$ cat src/rtl/simon_game_ctrl.sv
// Simon game controller: sequences the gap, show, input and check phases of a round.
// It steps the level after each passed round and reports a win or a loss.
// Optional feature: define SIMON_TIMEOUT_EN to make the controller lose the game
// when the player is inactive for TIMEOUT_CYCLES cycles in the input phase.
module simon_game_ctrl #(
  parameter logic [3:0]  MAX_LEVEL      = 4'd9,
  parameter int unsigned GAP_CYCLES     = 25_000_000,
  parameter int unsigned TIMEOUT_CYCLES = 250_000_000
) (
  input  logic       clk,
  input  logic       reset,
  input  logic       start,
  input  logic [3:0] btn,
  input  logic       blink_done,
  input  logic [3:0] blink_count,
  input  logic [1:0] mem_data,
  output logic       on_off,
  output logic [3:0] level,
  output logic [3:0] mem_addr,
  output logic       busy,
  output logic       win,
  output logic       lose
);

  localparam int unsigned GapW = $clog2(GAP_CYCLES + 1);
  localparam logic [GapW-1:0] GapLast = GapW'(GAP_CYCLES - 1);

  typedef enum logic [2:0] {
    StIdle, StGap, StShow, StInput, StCheck, StWin, StLose
  } state_e;

  state_e          state_q, state_d;
  logic            start_q;
  logic [3:0]      btn_q;
  logic [3:0]      edge_q, edge_d;
  logic [3:0]      level_q, level_d;
  logic [3:0]      idx_q, idx_d;
  logic [GapW-1:0] gap_q, gap_d;

  logic       start_rise;
  logic [3:0] btn_rise;
  logic [1:0] code;
  logic       code_ok;
  logic       timeout_hit;

  assign start_rise = start & ~start_q;
  assign btn_rise   = btn & ~btn_q;

`ifdef SIMON_TIMEOUT_EN
  localparam int unsigned ToW = $clog2(TIMEOUT_CYCLES + 1);
  localparam logic [ToW-1:0] ToLast = ToW'(TIMEOUT_CYCLES - 1);

  logic [ToW-1:0] to_q, to_d;

  // Inactivity counter: runs only while waiting for a press, cleared everywhere else.
  always_comb begin
    to_d = '0;
    if (state_q == StInput && btn_rise == 4'b0000) begin
      to_d = to_q + 1'b1;
    end
  end

  assign timeout_hit = (to_q == ToLast);

  // Inactivity counter register.
  always_ff @(posedge clk) begin
    if (!reset) begin
      to_q <= '0;
    end else begin
      to_q <= to_d;
    end
  end
`else
  assign timeout_hit = 1'b0;
`endif

  // Encode the captured edge vector; anything other than a single bit is a wrong press.
  always_comb begin
    code    = 2'd0;
    code_ok = 1'b1;
    case (edge_q)
      4'b0001: code = 2'd0;
      4'b0010: code = 2'd1;
      4'b0100: code = 2'd2;
      4'b1000: code = 2'd3;
      default: code_ok = 1'b0;
    endcase
  end

  // Next-state logic for the game FSM and its counters.
  always_comb begin
    state_d = state_q;
    level_d = level_q;
    idx_d   = idx_q;
    gap_d   = gap_q;
    edge_d  = edge_q;
    unique case (state_q)
      StIdle, StWin, StLose: begin
        if (start_rise) begin
          state_d = StGap;
          level_d = 4'd0;
          idx_d   = 4'd0;
          gap_d   = '0;
        end
      end
      StGap: begin
        if (gap_q == GapLast) begin
          state_d = StShow;
          gap_d   = '0;
        end else begin
          gap_d = gap_q + 1'b1;
        end
      end
      StShow: begin
        if (blink_done) begin
          state_d = StInput;
          idx_d   = 4'd0;
        end
      end
      StInput: begin
        if (btn_rise != 4'b0000) begin
          edge_d  = btn_rise;
          state_d = StCheck;
        end else if (timeout_hit) begin
          state_d = StLose;
        end
      end
      StCheck: begin
        if (!code_ok || code != mem_data) begin
          state_d = StLose;
        end else if (idx_q < level_q) begin
          idx_d   = idx_q + 1'b1;
          state_d = StInput;
        end else if (level_q < MAX_LEVEL) begin
          level_d = level_q + 1'b1;
          gap_d   = '0;
          state_d = StGap;
        end else begin
          state_d = StWin;
        end
      end
      default: state_d = StIdle;
    endcase
  end

  // State, counter and edge-detect registers with synchronous active-low reset.
  always_ff @(posedge clk) begin
    if (!reset) begin
      state_q <= StIdle;
      start_q <= 1'b0;
      btn_q   <= 4'b0000;
      edge_q  <= 4'b0000;
      level_q <= 4'd0;
      idx_q   <= 4'd0;
      gap_q   <= '0;
    end else begin
      state_q <= state_d;
      start_q <= start;
      btn_q   <= btn;
      edge_q  <= edge_d;
      level_q <= level_d;
      idx_q   <= idx_d;
      gap_q   <= gap_d;
    end
  end

  // Outputs decoded from the registered state; the blinker owns the address during SHOW.
  always_comb begin
    on_off   = (state_q == StShow);
    busy     = (state_q == StGap) || (state_q == StShow) ||
               (state_q == StInput) || (state_q == StCheck);
    win      = (state_q == StWin);
    lose     = (state_q == StLose);
    level    = level_q;
    mem_addr = (state_q == StShow) ? blink_count : idx_q;
  end

endmodule

$ cat config.mk
export PLATFORM = sky130hd
export DESIGN_NAME = simon_game_ctrl
export DESIGN_NICKNAME = d
export VERILOG_FILES = /design/src/rtl/simon_game_ctrl.sv
export SDC_FILE = /design/constraint.sdc
export NUM_CORES = 1
export LEC_CHECK = 0
export ABC_AREA = 1
export CAP_MARGIN = 30
export CORE_AREA = 10 10 92 94
export CTS_CLUSTER_SIZE = 8
export DETAILED_ROUTE_END_ITERATION = 7
export DIE_AREA = 0 0 102 104
export PLACE_DENSITY_LB_ADDON = 0.05
export SLEW_MARGIN = 10
export SYNTH_ARGS = -nofsm -noshare
export SYNTH_HDL_FRONTEND = slang
export SYNTH_SLANG_ARGS = --single-unit
$ cat constraint.sdc
create_clock -name clk -period 1.71 [get_ports clk]
set_input_delay 0.2565 -clock clk [delete_from_list [all_inputs] [get_ports clk]]
set_output_delay 0.2565 -clock clk [all_outputs]
set_load 0.005 [all_outputs]
==> impl_metrics.tcl <==
set metrics [dict create \
    hold_depth 2 \
    overflow 0 \
    ys_seq_elements 45 \
    layout.nets 570 \
    grt_max_degree 35 \
    vias 3167 \
    grt_pass1_vias 2798 \
    detail-route-antenna-nets 0 \
    reg2reg_from "state_q[1]$_SDFFE_PN0P_" \
    rows 30 \
    yosys.area.top_type "dfxtp_1" \
    synth_ff_type "dfxtp_1" \
    port_buffers 25 \
    path_max_fanout 7 \
    tightest_slew_ns 0.404 \
    synth_common_cells "nand2_1, nor2_1, inv_1" \
    end_kind "flop" \
    post-route-period-util_pct 94.3 \
    yosys_warnings 0 \
    highest_layer "met4" \
    power.share.sequential_pct 29.0 \
    cts.clk_slew.worst_paths_ns 0.09 \
    cts_sinks 45 \
    fin_crit_ns 1.61 \
    drtIter0Drc 112 \
    clock_power_share_pct 18.9 \
    path_cells "buf_4 -> inv_2 -> nand2_2 -> nor2_4 -> buf_6 -> nor2_1 -> nor2_2 -> buf_6 -> nand2_1 -> nand2_1 -> inv_1 -> nand2_1 -> nor2_1" \
    syn_area_sq_um 2900 \
    crit_path_start_kind "flop" \
    worstReg2RegEnd "level[0]$_SDFFE_PN0P_" \
    sw_frac_of_total_pct 41.6 \
    ys_seq_area_share_pct 31.0 \
    totalWireLength_um 8300 \
    viasPerCell 5.03 \
    drv_slew 0 \
    power_frac_comb_pct 52.2 \
    peakVddDrop_uv 754 \
    syn_area_per_cell_sq_um 6.02 \
    insertedDiodeCount 0 \
    crit_required_ns 1.91 \
    crit_top_cell "nand2_1" \
    crit_type "reg -> reg" \
    wl_met3_um 404 \
    wl_met1_um 3460 \
    numCtsBuffers 5 \
    max_cap_violations 0 \
    max_slew_margin_pct 73.1 \
    die_w_um 102 \
    ff2ff_path_depth 13 \
    clock-root-buffer "clkbuf_8" \
    p_leak_nw 1.58 \
    hold_path_class "reg -> reg" \
    synth_top_area_share_pct 31.0 \
    outcome "finished, final reports clean" \
    synthesis.nets 503 \
    min_to "edge_q[2]$_SDFFE_PN0P_" \
    wl_per_cell_um 13.2 \
    hold_violations 0 \
    antenna_found_initial 0 \
    cts_buffer_depth 2 \
    setup_violations 0 \
    slowest_stage "dfxtp_4" \
    power_density_nw_per_um2 1120 \
    cts.htree.levels 2 \
    synth.most_common_cell "nand2_1" \
    crit_buf_inv 5 \
    core_area_sq_um 6680 \
    synth_cell_types 27 \
    synth-edff-count 0 \
    hpwl_um 5950 \
    syn2layout_area_growth_pct 30.5 \
    dieArea_sq_um 10600 \
    track_usage_pct 14.7 \
    p_int_mw 2.47 \
    wl_met2_um 4190 \
    crit_path_max_incr_delay_ns 0.37 \
    final_area_sq_um 3790 \
    pin_count 26 \
    clock_latency_ns 0.30 \
    timing.fmax_ghz 0.620 \
    cts-hold-fix-buffers 0 \
    r2r_slack_ns 0.1 \
    critPathTopFamily "simple AND/OR/NAND/NOR gates" \
    drive_gt1_share_pct 17.7 \
    whs_ns 0.488 \
    place_area_sq_um 3450 \
    cts_tree "done" \
    hold_start "edge_q[2]$_SDFFE_PN0P_" \
    drcViolationCount 0 \
    gp_congestion 0.905 \
    start_util_pct 43.4 \
    cp.arrival_ns 1.82 \
    synth_cells 482 \
    async_flop_share_pct 0 \
    power.switching_mw 1.76 \
    die_y_um 104 \
    synthTopCellsByArea "dfxtp_1, nand2_1, nand3_1" \
    clock_skew_ns 0.0103 \
    final.fill_count 683 \
    first_pass_iters 4 \
    grt_pass1_wl_um 13000 \
]
[through the flow]
stage	setup TNS, ns	util [%]	power (mW)	setup WS (ns)	std cells
finish	0	56.7	4.23	0.0967	629
global route	-0.0323	56.7	4.54	-0.0125	629
CTS	-0.00322	53.7	3.89	-0.00322	620
detailed placement	-7.27	51.7	3.04	-0.239	612
global placement	-6.07	51.7	3.04	-0.191	612
floorplan	0	-	2.36	0.0313	482
[registers in the layout, summed over array words and instances, names as in the netlist]
register  flops
btn_q         4
edge_q        4
gap_q        25
idx_q         4
level         4
start_q       1
state_q       3
[repair_timing]
action                     4_1_cts  5_1_grt
pin swaps                        0       10
resized for setup               18       40
setup endpoints to repair       20       37
cloned                           0        2
buffers inserted                 1        7
[cells in the final DEF, fill, tap and decap left out, types with 2 or more instances in the layout]
cell type	instances
a21oi_1	38
a21oi_2	2
buf_4	39
buf_6	3
clkbuf_8	5
clkdlybuf4s50_1	17
clkinv_1	2
dfxtp_1	41
dfxtp_2	3
dlygate4sd2_1	6
ha_1	5
inv_1	48
inv_2	7
inv_4	2
nand2_1	153
nand2_2	7
nand2_8	3
nand3_1	45
nand3_2	2
nand3_4	2
nand3b_1	2
nand4_1	13
nor2_1	53
nor2_2	5
nor2_4	2
nor3_1	6
o21ai_0	10
or2_2	5
xnor2_1	3
xor2_1	6
[metal layers]
| metal | vias to the layer above | track usage (%) |
|---|---|---|
| met5 | - | 0 |
| met4 | 0 | 4.54 |
| met3 | 22 | 3.39 |
| met2 | 72 | 25.8 |
| met1 | 1405 | 17.0 |
| li1 | 1668 | - |
[worst min-delay path, delay by kind of cell (launching register included)]
family / cells / cell delay (ns)
compound gates: 1 / 0.05
flops: 1 / 0.33
simple gates: 1 / 0.06
[worst max-delay path by stage]
stage | from | slack, ns | end | depth (start not counted)
3_5_place_dp | mem_data[0] | -0.24 | gap_q[24]$_SDFFE_PN0P_ | 9
3_3_place_gp | mem_data[0] | -0.19 | gap_q[17]$_SDFFE_PN0P_ | 9
6_report | state_q[1]$_SDFFE_PN0P_ | 0.1 | level[0]$_SDFFE_PN0P_ | 13
5_1_grt | state_q[1]$_SDFFE_PN0P_ | -0.01 | level[0]$_SDFFE_PN0P_ | 13
4_1_cts | state_q[1]$_SDFFE_PN0P_ | -0.003 | busy | 7
2_1_floorplan | level[2]$_SDFFE_PN0P_ | 0.03 | gap_q[16]$_SDFFE_PN0P_ | 12
[logic make-up (layout without fill, tap and decap cells)]
kind of cell / after synthesis / in the layout / synth area share, %
adders and majority gates: 7 / 7 / 3.02
buffers and inverters: 68 / 133 / 9.44
DFF: 45 / 45 / 31.0
AOI/OAI and AO/OA: 55 / 55 / 10.0
xor gates and xnor gates: 9 / 9 / 2.72
and+or+nand+nor: 298 / 300 / 43.7
[layout make-up]
class	count	area (sq um)	share of cell area [%]
sequential	45	908	24.0
timing repair buffer	67	567	15.0
inverter	59	226	5.98
tap	80	100	2.64
clock inverter	2	35.0	0.925
clock buffer	5	68.8	1.82
multi-input combinational	371	1880	49.7
[power by group through the flow]
| stage | clock network (mW) | logic (mW) | registers (mW) |
|---|---|---|---|
| after detailed placement | 0 | 1.81 | 1.23 |
| after global placement | 0 | 1.81 | 1.23 |
| after global routing | 0.861 | 2.44 | 1.24 |
| final | 0.798 | 2.21 | 1.23 |
| after floorplan | 0 | 1.09 | 1.27 |
| after CTS | 0.829 | 1.85 | 1.21 |
(Power assumes the default switching activity.)
